==> src/rtl/feedback_memory_mc.sv <==
// Per-channel two-tap operator feedback store with counter-driven clear sweep.
// Optional macro FBMEM_FWD_EN: same-cycle write-to-read forwarding on a matching channel.
module feedback_memory_mc #(
    parameter  int unsigned NUM_CH = 9,
    parameter  int unsigned DATA_W = 10,
    parameter  int unsigned AVG    = 1,
    localparam int unsigned CH_W   = (NUM_CH > 1) ? $clog2(NUM_CH) : 1
) (
    input  logic              clk,
    input  logic              reset_n,
    input  logic              clr,
    input  logic              wr,
    input  logic [CH_W-1:0]   waddr,
    input  logic [DATA_W-1:0] wdata,
    input  logic              rd,
    input  logic [CH_W-1:0]   raddr,
    output logic [DATA_W-1:0] rdata,
    output logic              rvalid,
    output logic              init_busy
);

    localparam logic [CH_W:0]   NUM_CH_L = (CH_W+1)'(NUM_CH);
    localparam logic [CH_W-1:0] LAST_CH  = CH_W'(NUM_CH - 1);

    logic [CH_W-1:0]          cnt;
    logic [DATA_W-1:0]        cur_tap  [NUM_CH];
    logic [DATA_W-1:0]        prev_tap [NUM_CH];

    logic                     wr_ok;
    logic                     rd_ok;
    logic [CH_W-1:0]          rd_idx;
    logic [DATA_W-1:0]        rd_cur;
    logic [DATA_W-1:0]        rd_prev;
    logic signed [DATA_W:0]   sum;
    logic [DATA_W-1:0]        rd_val_c;

    // Access qualification and read-side datapath (mean of taps or newest tap)
    always_comb begin
        wr_ok   = wr && !init_busy && ({1'b0, waddr} < NUM_CH_L);
        rd_ok   = !init_busy && ({1'b0, raddr} < NUM_CH_L);
        rd_idx  = rd_ok ? raddr : '0;
        rd_cur  = cur_tap[rd_idx];
        rd_prev = prev_tap[rd_idx];
`ifdef FBMEM_FWD_EN
        // Accepted write to the channel being read: newest tap comes from wdata
        if (wr_ok && rd_ok && (raddr == waddr)) begin
            rd_cur  = wdata;
            rd_prev = cur_tap[rd_idx];
        end
`endif
        sum      = $signed({rd_cur[DATA_W-1], rd_cur}) + $signed({rd_prev[DATA_W-1], rd_prev});
        rd_val_c = (AVG != 0) ? DATA_W'(sum >>> 1) : rd_cur;
    end

    // Sweep counter, busy flag and registered read port
    always_ff @(posedge clk or negedge reset_n) begin
        if (!reset_n) begin
            cnt       <= '0;
            init_busy <= 1'b1;
            rdata     <= '0;
            rvalid    <= 1'b0;
        end else begin
            rvalid <= rd;
            if (rd) begin
                rdata <= rd_ok ? rd_val_c : '0;
            end
            if (clr) begin
                cnt       <= '0;
                init_busy <= 1'b1;
            end else if (init_busy) begin
                if (cnt == LAST_CH) begin
                    init_busy <= 1'b0;
                end else begin
                    cnt <= cnt + CH_W'(1);
                end
            end
        end
    end

    // Tap storage: sweep clears one channel per cycle, otherwise shift in new sample
    always_ff @(posedge clk) begin
        if (init_busy) begin
            cur_tap[cnt]  <= '0;
            prev_tap[cnt] <= '0;
        end else if (wr_ok) begin
            prev_tap[waddr] <= cur_tap[waddr];
            cur_tap[waddr]  <= wdata;
        end
    end

endmodule
==> config.mk <==
export PLATFORM = sky130hd
export DESIGN_NAME = feedback_memory_mc
export DESIGN_NICKNAME = d
export VERILOG_FILES = /design/src/rtl/feedback_memory_mc.sv
export SDC_FILE = /design/constraint.sdc
export NUM_CORES = 1
export LEC_CHECK = 0
export BUFFER_PORTS_ARGS = -buffer_cell sky130_fd_sc_hd__buf_2
export CAP_MARGIN = 20
export CORE_ASPECT_RATIO = 0.6
export CORE_UTILIZATION = 50
export CTS_CLUSTER_DIAMETER = 200
export DETAILED_ROUTE_END_ITERATION = 7
export GPL_ROUTABILITY_DRIVEN = 0
export PLACE_DENSITY = 0.7
export SYNTH_ARGS = -nofsm -noshare
export SYNTH_HDL_FRONTEND = slang
export SYNTH_SLANG_ARGS = --single-unit
==> constraint.sdc <==
create_clock -name clk -period 4.79 [get_ports clk]
set_input_delay 0.7185 -clock clk [delete_from_list [all_inputs] [get_ports clk]]
set_output_delay 0.7185 -clock clk [all_outputs]
set_load 0.02 [all_outputs]
==> out/results.txt, run 1 <==
The clock tree root buffer cell was sky130_fd_sc_hd__clkbuf_16. Buffers placed on the I/O ports in this run total 34. Among all stages on the critical path, the largest delay is contributed by sky130_fd_sc_hd__and2_2. Counting every net in the synthesized netlist gives 706. A synthesized cell averages 13.2 sq um. The area of the core is 0.0172 sq mm, and the core utilization of the finished layout is 57.8%.

For the die footprint, the log shows 0.0182 sq mm. Measured along the x axis, the die boundary spans 174 um. STA puts the critical path data arrival time at 4.51 ns.

Setup repair after global routing left no endpoint under its margin. The tools report the starting DRC count in detailed routing as 896. Ranked by total cell area, the synthesized netlist is headed by sky130_fd_sc_hd__edfxtp_1 (61%), sky130_fd_sc_hd__mux4_2 (5.1%), sky130_fd_sc_hd__dfrtp_1 (4.2%), sky130_fd_sc_hd__nand2_1 (3.4%), sky130_fd_sc_hd__a221oi_1 (3.4%). The run gives 0.0193 ns as the maximum clock skew at final layout. The transition time of the tightest slew-check pin is 1.12 ns. The dominant synthesized flop cell was sky130_fd_sc_hd__edfxtp_1. After global routing the overflow that remains totals 0. Global routing used 25.9% of the available tracks across all layers.

Across the VDD grid, the largest voltage drop is 0.000257 V. The floorplan die height came out at 105 um. In this run the count of I/O pins placed on the die edge is 35. The clock tree buffer depth is 2. The number of hold violations in the final report is 0, and the peak clock frequency supported by timing is 239 MHz.

Summing the sequential cell areas from Yosys gives 65.7% of the chip area. For the data required time at the worst endpoint, the log shows 5.12 ns. The clock-pin slew of the registers on the worst-case setup and hold paths works out to 0.08 ns. The run gives 0 as the post-route antenna net violation count.

The via count was 6107. The clock drives 196 sinks. The number of vias per cell was 6.46; the final-report setup violation count was 0. The tools report the total iterations of the first detailed-routing run as 5. In this run the static leakage power is 3.55 nW. Of all flip-flops after synthesis, the portion carrying an async set or reset was 8.16%. After detailed routing, the average wire length per cell comes to 24.1 um.

For the number of global-route vias before repair, the log shows 5889. The logs give 0 for the DRC violation count after routing and 0 for the hold buffer count at cts. The initial utilization of the core area, before any placement, comes to 51.3%. The number of buffers created by CTS was 17; the synthesis-to-layout area growth was 12.6%. Adding up every negative setup slack in the final design gives 0 ns.

The logs give 0 for the post-CTS setup-driven buffer insertion count and 671 for the cell count after synthesis. Yosys printed 0 warnings. In this run the cell area of the synthesized design comes to 0.00884 sq mm. At the end of the flow, the number of nets in the layout was 734. The run gives 4 as the number of H-tree branching levels. The synthesized design contains 180 enable-type register cells. Once detailed placement completed, the half-perimeter wirelength came to 14.2 mm. The worst setup path is of the flip-flop to flip-flop kind.

The critical path goes through nor2_1, and2_2, buf_4, a221oi_1, nor3_1, a31oi_1, a21oi_1, ha_1, and2_1, a22o_1, a311oi_4, a21oi_1, o311ai_2. The cell that appears most often on the critical path is sky130_fd_sc_hd__a21oi_1. In this design, the stage delay of the slowest critical-path cell is 0.66 ns. STA classifies the critical path startpoint as a flip-flop. The classification of the worst-slack hold path is input port to async pin. In this run the power density over the cells is 380 mW/mm^2. The run finished with clean final reports. The area fraction of the dominant cell type after synthesis came out at 61.1%. The logs give 0 for the final-report max-slew violation count and 25.2% for the max-slew headroom at the worst pin. The run gives 0 as the number of max-capacitance violations reported.

The logs give 0 for the initial antenna violation count and 0.44 ns for the clock insertion delay at the later pin of the skew report. Wire length after detailed routing: 22.8 mm. Synthesis inferred 196 register bits. After clock tree synthesis, the repair step resized 0 gates.

For the floorplan row count, the log shows 37. After synthesis, the netlist uses 51 different library cells. Counting instances in the post-synthesis netlist gives the leading cell types as sky130_fd_sc_hd__edfxtp_1 (180), sky130_fd_sc_hd__nand2_1 (80), sky130_fd_sc_hd__nor2_1 (54). The library cell with the highest instance count after synthesis is sky130_fd_sc_hd__edfxtp_1. Entering global routing, the biggest net connects 58 pins.

Along the worst path, the maximum fanout reaches 27. The cell taking the most area after synthesis is sky130_fd_sc_hd__edfxtp_1. The worst setup path is captured at a flip-flop.

The number of antenna diodes in the final layout is 0. The proportion of layout cells with a drive suffix above 1 came out at 17.7%. TritonCTS built the clock tree. The first global-routing pass estimated 34.8 mm of wire. The worst path in the final design needs a cycle of 4.19 ns, including I/O delays and setup. After layout, the worst path uses 87.4% of the clock period.
critical path, delay by kind of cell, from the launching register on:
family | cells | cell delay [ns]
AOI/OAI and AO/OA | 7 | 1.51
and+or+nand+nor | 4 | 1.35
DFF | 1 | 0.48
buffers and inverters | 1 | 0.40
adders and majority gates | 1 | 0.32
cells in the final DEF (no fill, tap or decap), drive strengths merged, types with 20 or more instances in the layout:
cell / Yosys / routed
buf: 7 / 56
nand3: 45 / 45
nor3: 20 / 20
a221oi: 34 / 34
nor2: 54 / 54
a31oi: 24 / 24
nand2: 80 / 80
edfxtp: 180 / 180
mux4: 20 / 20
a21oi: 37 / 37
path summary, 6_finish.rpt:
| path | startpoint | to | slack, ns | cells after the start |
|---|---|---|---|---|
| worst max register to register | init_busy | rdata[8] | 0.60 | 13 |
| max in group asynchronous | reset_n | init_busy | 4.29 | 1 |
| worst min register to register | rdata[3] | rdata[3] | 0.51 | 1 |
| min in group clk | rd | rvalid | 0.46 | 1 |
| worst max-delay path | init_busy | rdata[8] | 0.60 | 13 |
| worst min-delay path | reset_n | cnt[1] | 0.19 | 1 |
metrics by stage:
step | power (mW) | setup slack [ns] | cell area (sq um) | std cells | hold slack, ns
after global placement | 2.37 | 0.452 | 9370 | 914 | 0.492
after detailed placement | 2.38 | 0.330 | 9370 | 914 | 0.494
after global routing | 3.89 | 0.398 | 9950 | 946 | 0.227
final | 3.78 | 0.604 | 9950 | 946 | 0.191
after floorplan | 2.24 | 0.833 | 8840 | 671 | 0.423
after CTS | 3.78 | 0.698 | 9950 | 946 | 0.203
report_power, final:
group	internal (mW)	switching (mW)	total (mW)	leakage (nW)
logic	0.148	0.241	0.389	1.32
registers	1.93	0.0285	1.96	1.94
clock network	0.742	0.692	1.43	0.280
total	2.82	0.961	3.78	3.55
per-layer routing:
metal / GRT usage (%) / routed length [um]
met5: 0 / 0
met4: 5.20 / 280
met3: 7.71 / 2810
met2: 37.9 / 10000
met1: 38.3 / 9740
area by class of cell:
class / instances / area, sq um
multi-input cells: 418 / 2840
clock buffers: 17 / 425
fillers: 1319 / 7270
well taps: 234 / 293
flip-flops and latches: 196 / 5810
repair buffers: 56 / 385
inverters: 10 / 37.5
clock inverters: 15 / 160
flip-flops by register name (all words and copies together) (netlist names):
name / count
cnt: 4
cur_tap: 90
init_busy: 1
prev_tap: 90
rdata: 10
rvalid: 1
cell families (layout without fill, tap and decap cells):
family | Yosys count | count (layout) | synth area share, %
XOR/XNOR | 8 | 8 | 0.792
buffers and inverters | 57 | 98 | 2.52
flip-flops | 196 | 196 | 65.7
multiplexers | 30 | 30 | 6.23
AND/OR/NAND/NOR | 241 | 241 | 12.8
AO/OA/AOI/OAI | 127 | 127 | 10.2
adder cells (fa/ha/maj) | 12 | 12 | 1.78
Power figures use the tool's default switching activity.
==> inputs of run 2 (changes only) <==
--- a/config.mk
+++ b/config.mk
@@ -12,7 +12,7 @@
 export CTS_CLUSTER_DIAMETER = 200
 export DETAILED_ROUTE_END_ITERATION = 7
 export GPL_ROUTABILITY_DRIVEN = 0
-export PLACE_DENSITY = 0.7
+export PLACE_DENSITY = 0.71
 export SYNTH_ARGS = -nofsm -noshare
 export SYNTH_HDL_FRONTEND = slang
 export SYNTH_SLANG_ARGS = --single-unit
==> out/results.txt, run 2 (synthesis results as in run 1) <==
Total global-route track usage: 25.4% (was 25.9%). The core utilization of the finished layout was 57.6% (was 57.8%); the post-route worst hold slack was 0.200 ns (was 0.191 ns). Number of global-route vias before repair: 5815 (was 5889). The clock tree root buffer cell was sky130_fd_sc_hd__clkbuf_16 (unchanged). The final-stage net count is 734 (unchanged), and the final-report setup violation count is 0 (unchanged).

The run gives 4.49 ns (was 4.51 ns) as the data arrival time of the worst path. The largest voltage drop on the vdd net was 0.000263 V (was 0.000257 V); the floorplan row count was 37 (unchanged). The combined buffer and inverter count along the critical path is 1 (unchanged), and the data required time at the worst endpoint is 5.15 ns (was 5.12 ns). The global-route wire length before repair was 34.2 mm (was 34.8 mm). The proportion of layout cells with a drive suffix above 1 was 17.6% (was 17.7%). For the via count, the log shows 6130 (was 6107). Minimum setup slack in the final design: 0.662 ns (was 0.604 ns). The transition time of the tightest slew-check pin is 0.755 ns (was 1.12 ns), and the floorplan die height is 105 um (unchanged). The effective utilization at floorplan came out at 51.3% (unchanged). The placement-stage worst setup slack is 0.344 ns (was 0.330 ns). The post-route setup TNS is 0 ns (unchanged), and the final-report max-slew violation count is 0 (unchanged). Leading registers by flop count: cur_tap x90, prev_tap x90, rdata x10 (unchanged). The die footprint is 0.0182 sq mm (unchanged).

The run gives 0 (unchanged) as the post-CTS resize count. The family of cells with the greatest summed delay on the critical path was simple AND/OR/NAND/NOR gates (was compound AO/OA/AOI/OAI gates). The clock insertion delay at the later pin of the skew report is 0.43 ns (was 0.44 ns), and the layout filler cell count is 1334 (was 1319). The clock sink count was 196 (unchanged). Number of vias per cell: 6.48 (was 6.46).

The number of hold violations in the final report came out at 0 (unchanged). The category of the most critical setup path is input port to flip-flop (was flip-flop to flip-flop). The synthesis-to-layout area growth is 12.2% (was 12.6%).

Sort of element at the start of the critical path: an input port (was a flip-flop). The cell at the slowest stage of the critical path was sky130_fd_sc_hd__or3b_4 (was sky130_fd_sc_hd__and2_2). The minimum period implied by the final worst setup slack was 4.13 ns (was 4.19 ns); the hold buffer count at cts was 0 (unchanged). The count of buffers from port buffering came out at 34 (unchanged). The non-filler instance count after layout is 946 (unchanged). Most common library cell in the layout ignoring fill and taps: sky130_fd_sc_hd__edfxtp_1 (unchanged). TritonCTS built the clock tree. The I/O pin count was 35 (unchanged).

The total iterations of the first detailed-routing run is 7 (was 5), and the post-route antenna net violation count is 0 (unchanged). The run gives 0.0172 sq mm (unchanged) as the area of the core. The horizontal die dimension works out to 174 um (unchanged).

The tools report the starting DRC count in detailed routing as 797 (was 896). The clock tree buffer depth was 2 (unchanged). Leading cell types in the layout, fill and taps excluded: sky130_fd_sc_hd__edfxtp_1 (180), sky130_fd_sc_hd__nand2_1 (79), sky130_fd_sc_hd__nor2_1 (45), sky130_fd_sc_hd__nand3_1 (45), sky130_fd_sc_hd__a21oi_1 (37) (unchanged). The routed length per instance was 23.5 um (was 24.1 um); the maximum clock skew at final layout was 0.0169 ns (was 0.0193 ns). The number of max-capacitance violations reported was 0 (unchanged).

The classification of the worst-slack hold path is input port to async pin (unchanged). The estimated wirelength of the detail-placed design is 13.7 mm (was 14.2 mm), and the global route total overflow is 0 (unchanged). DRC violation count after routing: 0 (unchanged). The initial antenna violation count is 0 (unchanged).

The maximum single-stage delay on the critical path came out at 0.53 ns (was 0.66 ns). The logs give 0 (unchanged) for the post-CTS setup-driven buffer insertion count and 57 (was 58) for the largest net degree at the start of global routing. Setup repair after global routing left no endpoint under its margin. Highest net fanout along the worst path: 17 (was 27). The part of the cycle the worst path needs works out to 86.2% (was 87.4%). The tools report the max-slew headroom at the worst pin as 49.5% (was 25.2%). The endpoint class of the critical path is a flip-flop (unchanged). The wire length after detailed routing is 22.2 mm (was 22.8 mm). The static power due to leakage was 3.54 nW (was 3.55 nW); the total power divided by cell area was 376 mW/mm^2 (was 380 mW/mm^2). The run gives 17 (unchanged) as the number of buffers created by CTS.

The run finished with clean final reports. The clock-pin slew of the registers on the worst-case setup and hold paths is 0.08 ns (about the same). Ordered list of cells on the worst path: buf_2, or3b_4, and3_1, or4_1, and4_4, nand2_1, o21ai_0, fa_1, a21o_1, a21oi_1, o21bai_1, a21oi_1, o21ai_0, or3_1, nand3_1 (was nor2_1, and2_2, buf_4, a221oi_1, nor3_1, a31oi_1, a21oi_1, ha_1, and2_1, a22o_1, a311oi_4, a21oi_1, o311ai_2). The number of H-tree branching levels was 4 (unchanged). The cell count after placement was 914 (unchanged). The peak clock frequency supported by timing was 242 MHz (was 239 MHz); the number of antenna diodes was 0 (unchanged).
[run 2: cell types whose count changed in the layout (fill, tap and decap cells not counted), sizes merged]
cell / change
bufinv: -1
inv: -2
clkinv: +3
[run 2: final cells by class]
class | instances | area (sq um) | share of cell area [%]
sequential | 196 | 5810 | 58.5
multi-input combinational | 418 | 2840 | 28.7
clock buffer | 17 | 425 | 4.29
timing repair buffer | 56 | 373 | 3.76
tap | 234 | 293 | 2.95
clock inverter | 15 | 144 | 1.45
inverter | 10 | 37.5 | 0.378
[run 2: worst reg2reg max path: stages, from the launching register on]
cell and delay, ns:
sky130_fd_sc_hd__dfstp_2 0.47, sky130_fd_sc_hd__or3b_4 0.55, sky130_fd_sc_hd__and3_1 0.23, sky130_fd_sc_hd__or4_1 0.43, sky130_fd_sc_hd__and4_4 0.22, sky130_fd_sc_hd__nand2_1 0.07, sky130_fd_sc_hd__o21ai_0 0.14, sky130_fd_sc_hd__fa_1 0.51
sky130_fd_sc_hd__a21o_1 0.21, sky130_fd_sc_hd__a21oi_1 0.24, sky130_fd_sc_hd__o21bai_1 0.10, sky130_fd_sc_hd__a21oi_1 0.22, sky130_fd_sc_hd__o21ai_0 0.19, sky130_fd_sc_hd__or3_1 0.38, sky130_fd_sc_hd__nand3_1 0.09
[run 2: worst paths after layout]
kind                       slack (ns)  cells after the start        end       from
setup / recovery                 0.66                     15   rdata[7]   raddr[0]
hold / removal                   0.20                      1   rdata[9]    reset_n
setup reg to reg                 0.68                     14   rdata[7]  init_busy
hold reg to reg                  0.52                      1   rdata[0]   rdata[0]
max in group asynchronous        4.26                      1  init_busy    reset_n
min in group clk                 0.44                      1     rvalid         rd
[run 2: metrics by stage]
step / power (mW) / cell area (sq um)
5_1_grt: 3.84 / 9920
2_1_floorplan: 2.24 / 8840
3_3_place_gp: 2.36 / 9350
3_5_place_dp: 2.37 / 9350
6_report: 3.73 / 9920
4_1_cts: 3.73 / 9920
[run 2: power breakdown]
part / switching (mW) / leakage [nW] / total, mW / internal, mW
clock network: 0.692 / 0.271 / 1.38 / 0.691
registers: 0.0323 / 1.94 / 1.96 / 1.93
logic: 0.234 / 1.33 / 0.383 / 0.149
[run 2: metal layers]
| metal | GRT usage, % | vias up | share of wire, % |
|---|---|---|---|
| met2 | 38.6 | 379 | 46 |
| li1 | - | 2651 | - |
| met4 | 6.64 | 0 | 1.5 |
| met3 | 6.19 | 41 | 9.8 |
| met1 | 36.8 | 3059 | 43 |
| met5 | 0 | - | 0 |
==> inputs of run 3 (changes only) <==
--- a/config.mk
+++ b/config.mk
@@ -5,9 +5,10 @@
 export SDC_FILE = /design/constraint.sdc
 export NUM_CORES = 1
 export LEC_CHECK = 0
+export ABC_AREA = 1
 export BUFFER_PORTS_ARGS = -buffer_cell sky130_fd_sc_hd__buf_2
 export CAP_MARGIN = 20
-export CORE_ASPECT_RATIO = 0.6
+export CORE_ASPECT_RATIO = 0.9
 export CORE_UTILIZATION = 50
 export CTS_CLUSTER_DIAMETER = 200
 export DETAILED_ROUTE_END_ITERATION = 7
==> out/results.txt, run 3 <==
The flow ran to the end, and the final reports show no timing, DRC or antenna violations. The tools report the largest voltage drop on the vdd net as 0.000329 V (was 0.000263 V). The wire length after detailed routing was 23.3 mm (was 22.2 mm).

The floorplan row count is 46 (was 37), and the number of hold violations in the final report is 0 (unchanged). Final instance area: 0.0102 sq mm (was 0.00992 sq mm). Ordered list of cells on the worst path: inv_2, nand2_8, nor2_8, inv_2, nand3_1, nand2_1, a21oi_1, nor3_1, nor2_1, fa_1, nand3_1, nand2_1, nand2_1, nand2_1, a21oi_1, nor2_1, o21ai_1, nand2_1, nand2_1, nand2_1, a21oi_1, o21ai_1, nand2_1 (was buf_2, or3b_4, and3_1, or4_1, and4_4, nand2_1, o21ai_0, fa_1, a21o_1, a21oi_1, o21bai_1, a21oi_1, o21ai_0, or3_1, nand3_1). The area fraction of the dominant cell type after synthesis works out to 59.3% (was 61.1%). For the cell count after placement, the log shows 1118 (was 914).

The capturing point of the worst reg2reg path was rdata[9] (was rdata[7]). DRC violation count after routing: 0 (unchanged). Classification of the worst-slack hold path: input port to async pin (unchanged). The sequential cell area fraction in the yosys report is 63.7% (was 65.7%), and the worst-case reg-to-reg path depth is 23 (was 14).

For the post-CTS setup-driven buffer insertion count, the log shows 0 (unchanged). The logs give 5 (was 7) for the total iterations of the first detailed-routing run and 35.9 mm (was 34.2 mm) for the global-route wire length before repair. The proportion of layout cells with a drive suffix above 1 works out to 13.7% (was 17.6%). The placement-stage worst setup slack is 0.748 ns (was 0.344 ns). The flip-flop and latch count after synthesis is 196 (unchanged). The hold buffer count at cts is 0 (unchanged).

The cell taking the most area after synthesis was sky130_fd_sc_hd__edfxtp_1 (unchanged). The number of H-tree branching levels came out at 4 (unchanged). The tools report the maximum clock skew at final layout as 0.0110 ns (was 0.0169 ns). Setup repair after global routing left no endpoint under its margin. The floorplan die height came out at 130 um (was 105 um). Minimum period implied by the final worst setup slack: 3.70 ns (was 4.13 ns). The post-CTS resize count is 0 (unchanged), and the maximum single-stage delay on the critical path is 0.60 ns (was 0.53 ns). The logs give 0 ns (unchanged) for the post-route setup TNS and 4.11 nW (was 3.54 nW) for the static power due to leakage. Library cell with the highest instance count after synthesis: sky130_fd_sc_hd__nand2_1 (was sky130_fd_sc_hd__edfxtp_1).

For the post-route antenna net violation count, the log shows 0 (unchanged). The tools report the core utilization of the finished layout as 57.8% (was 57.6%). The run gives 0 (unchanged) as the final-report max-slew violation count.

The number of vias per cell works out to 5.89 (was 6.48). The logs give 0 (unchanged) for the number of max-capacitance violations reported and 0 (unchanged) for the final-report setup violation count. The category of the most critical setup path is flip-flop to flip-flop (was input port to flip-flop). The count of distinct cell types in the synthesized netlist came out at 47 (was 51). The cell type with the highest occurrence count on the critical path is sky130_fd_sc_hd__nand2_1.

The starting DRC count in detailed routing is 756 (was 797). TritonCTS built the clock tree. The die footprint is 0.0188 sq mm (was 0.0182 sq mm), and the transition time of the tightest slew-check pin is 0.804 ns (was 0.755 ns). The synthesis-to-layout area growth was 12.4% (was 12.2%); the total number of yosys warnings was 0 (unchanged).

Sort of element at the start of the critical path: a flip-flop (was an input port). Cell types occupying the most area after synthesis: sky130_fd_sc_hd__edfxtp_1 (59%), sky130_fd_sc_hd__nand2_1 (8.2%), sky130_fd_sc_hd__nand3_1 (4.6%), sky130_fd_sc_hd__dfrtp_1 (4.1%), sky130_fd_sc_hd__a21oi_1 (3.1%) (was sky130_fd_sc_hd__edfxtp_1 (61%), sky130_fd_sc_hd__mux4_2 (5.1%), sky130_fd_sc_hd__dfrtp_1 (4.2%), sky130_fd_sc_hd__nand2_1 (3.4%), sky130_fd_sc_hd__a221oi_1 (3.4%)). The number of buffers created by CTS is 17 (unchanged), and the peak clock frequency supported by timing is 271 MHz (was 242 MHz). The routed length per instance is 20.3 um (was 23.5 um). Leading cell types in the layout, fill and taps excluded: sky130_fd_sc_hd__nand2_1 (200), sky130_fd_sc_hd__edfxtp_1 (180), sky130_fd_sc_hd__nand3_1 (83) (was sky130_fd_sc_hd__edfxtp_1 (180), sky130_fd_sc_hd__nand2_1 (79), sky130_fd_sc_hd__nor2_1 (45), sky130_fd_sc_hd__nand3_1 (45), sky130_fd_sc_hd__a21oi_1 (37)). The run gives 4.08 ns (was 4.49 ns) as the data arrival time of the worst path. The logs give 1.09 ns (was 0.662 ns) for the minimum setup slack in the final design and 932 (was 734) for the final-stage net count. The horizontal die dimension is 144 um (was 174 um). Post-synth top cells: sky130_fd_sc_hd__nand2_1 (200), sky130_fd_sc_hd__edfxtp_1 (180), sky130_fd_sc_hd__nand3_1 (83) (was sky130_fd_sc_hd__edfxtp_1 (180), sky130_fd_sc_hd__nand2_1 (80), sky130_fd_sc_hd__nor2_1 (54)). Leading registers by flop count: cur_tap x90, prev_tap x90, rdata x10 (unchanged). The overall power after layout is 3.78 mW (was 3.73 mW).

For the post-synth design cell area, the log shows 0.00911 sq mm (was 0.00884 sq mm). The clock insertion delay at the later pin of the skew report was 0.45 ns (was 0.43 ns). The I/O pin count came out at 35 (unchanged). The tools report the cell count after synthesis as 868 (was 671). The run gives 14.3 mm (was 13.7 mm) as the estimated wirelength of the detail-placed design.

The initial antenna violation count was 0 (unchanged); the via count was 6779 (was 6130). Highest net fanout along the worst path: 36 (was 17). The number of antenna diodes is 0 (unchanged). The average instance area after synthesis came out at 10.5 sq um (was 13.2 sq um). The endpoint class of the critical path is a flip-flop (unchanged). The clock sink count is 196 (unchanged). The clock-pin slew of the registers on the worst-case setup and hold paths works out to 0.07 ns (was 0.08 ns). The count of buffers from port buffering is 34 (unchanged), and the part of the cycle the worst path needs is 77.2% (was 86.2%).

Worst flop-to-flop path startpoint: init_busy (unchanged). The cell at the slowest stage of the critical path is sky130_fd_sc_hd__dfstp_2 (was sky130_fd_sc_hd__or3b_4). For the data required time at the worst endpoint, the log shows 5.17 ns (was 5.15 ns). The number of global-route vias before repair was 6355 (was 5815). Clock tree root buffer cell: sky130_fd_sc_hd__clkbuf_16 (unchanged). For the non-filler instance count after layout, the log shows 1150 (was 946). Dominant synthesized flop cell: sky130_fd_sc_hd__edfxtp_1 (unchanged).

The total cell area at the placement stage is 0.00961 sq mm (was 0.00935 sq mm), and the share of flip-flops with an asynchronous set or reset after synthesis is 8.16% (unchanged). The total global-route track usage came out at 26.4% (was 25.4%). The most common library cell in the layout ignoring fill and taps was sky130_fd_sc_hd__nand2_1 (was sky130_fd_sc_hd__edfxtp_1). The total power divided by cell area was 369 mW/mm^2 (was 376 mW/mm^2); the largest net degree at the start of global routing was 46 (was 57). For the synthesized net count, the log shows 903 (was 706). The clock tree buffer depth is 2 (unchanged), and the register-to-register path setup slack is 1.09 ns (was 0.68 ns). The run gives 0.0177 sq mm (was 0.0172 sq mm) as the area of the core. For the post-route worst hold slack, the log shows 0.174 ns (was 0.200 ns). The global route total overflow is 0 (unchanged). The number of synthesized flops with an enable pin is 180 (unchanged). The max-slew headroom at the worst pin was 46.3% (was 49.5%); the effective utilization at floorplan was 51.4% (was 51.3%).
run 3: cell types whose count changed after synthesis, sizes merged, moves of 22 or more:
cell	before	now
a221oi	34	11
clkbuf	40	18
inv	10	66
nand2	80	211
nand3	45	87
o21ai	5	47
run 3: routing by layer:
layer / share of wire [%] / routed length, um / vias to the layer above / track usage, %
met5: 0 / 0 / - / 0
met4: 2.0 / 470 / 0 / 9.72
met3: 9.5 / 2220 / 43 / 5.39
met2: 46 / 10600 / 374 / 40.8
met1: 43 / 10000 / 3231 / 37.2
li1: - / - / 3131 / -
run 3: cell families (layout without fill, tap and decap cells):
family	Yosys count	after routing	synth area share, %
xor+xnor	1	1	0.0961
compound gates	166	166	11.1
fa+ha+maj	12	12	1.73
mux	2	2	0.220
buf+inv	112	154	4.89
simple gates	379	379	18.3
flops	196	196	63.7
run 3: cell type report:
class,instances,area (sq um)
clock inverters,15,203
clock buffers,17,425
repair buffers,55,365
inverters,67,251
flip-flops and latches,196,5810
well taps,240,300
fillers,1495,7490
multi-input cells,560,2890
run 3: worst max-delay path by stage:
stage,from,slack (ns),endpoint
finish,init_busy,1.09,rdata[9]
detailed placement,raddr[0],0.75,rdata[9]
floorplan,waddr[0],0.70,cur_tap[8][0]
global placement,raddr[2],0.80,rdata[9]
global route,init_busy,0.70,rdata[9]
CTS,init_busy,1.12,rdata[9]
run 3: worst max-delay path, delay by kind of cell, from the launching register on:
family | cells | cell delay [ns]
AO/OA/AOI/OAI | 5 | 0.56
adder cells (fa/ha/maj) | 1 | 0.40
buffers and inverters | 2 | 0.70
flip-flops | 1 | 0.60
AND/OR/NAND/NOR | 15 | 1.37
run 3: power by group:
group | leakage [nW] | switching, mW | internal [mW]
clock network | 0.298 | 0.649 | 0.879
logic | 1.90 | 0.215 | 0.100
registers | 1.92 | 0.0219 | 1.91
total | 4.11 | 0.885 | 2.89
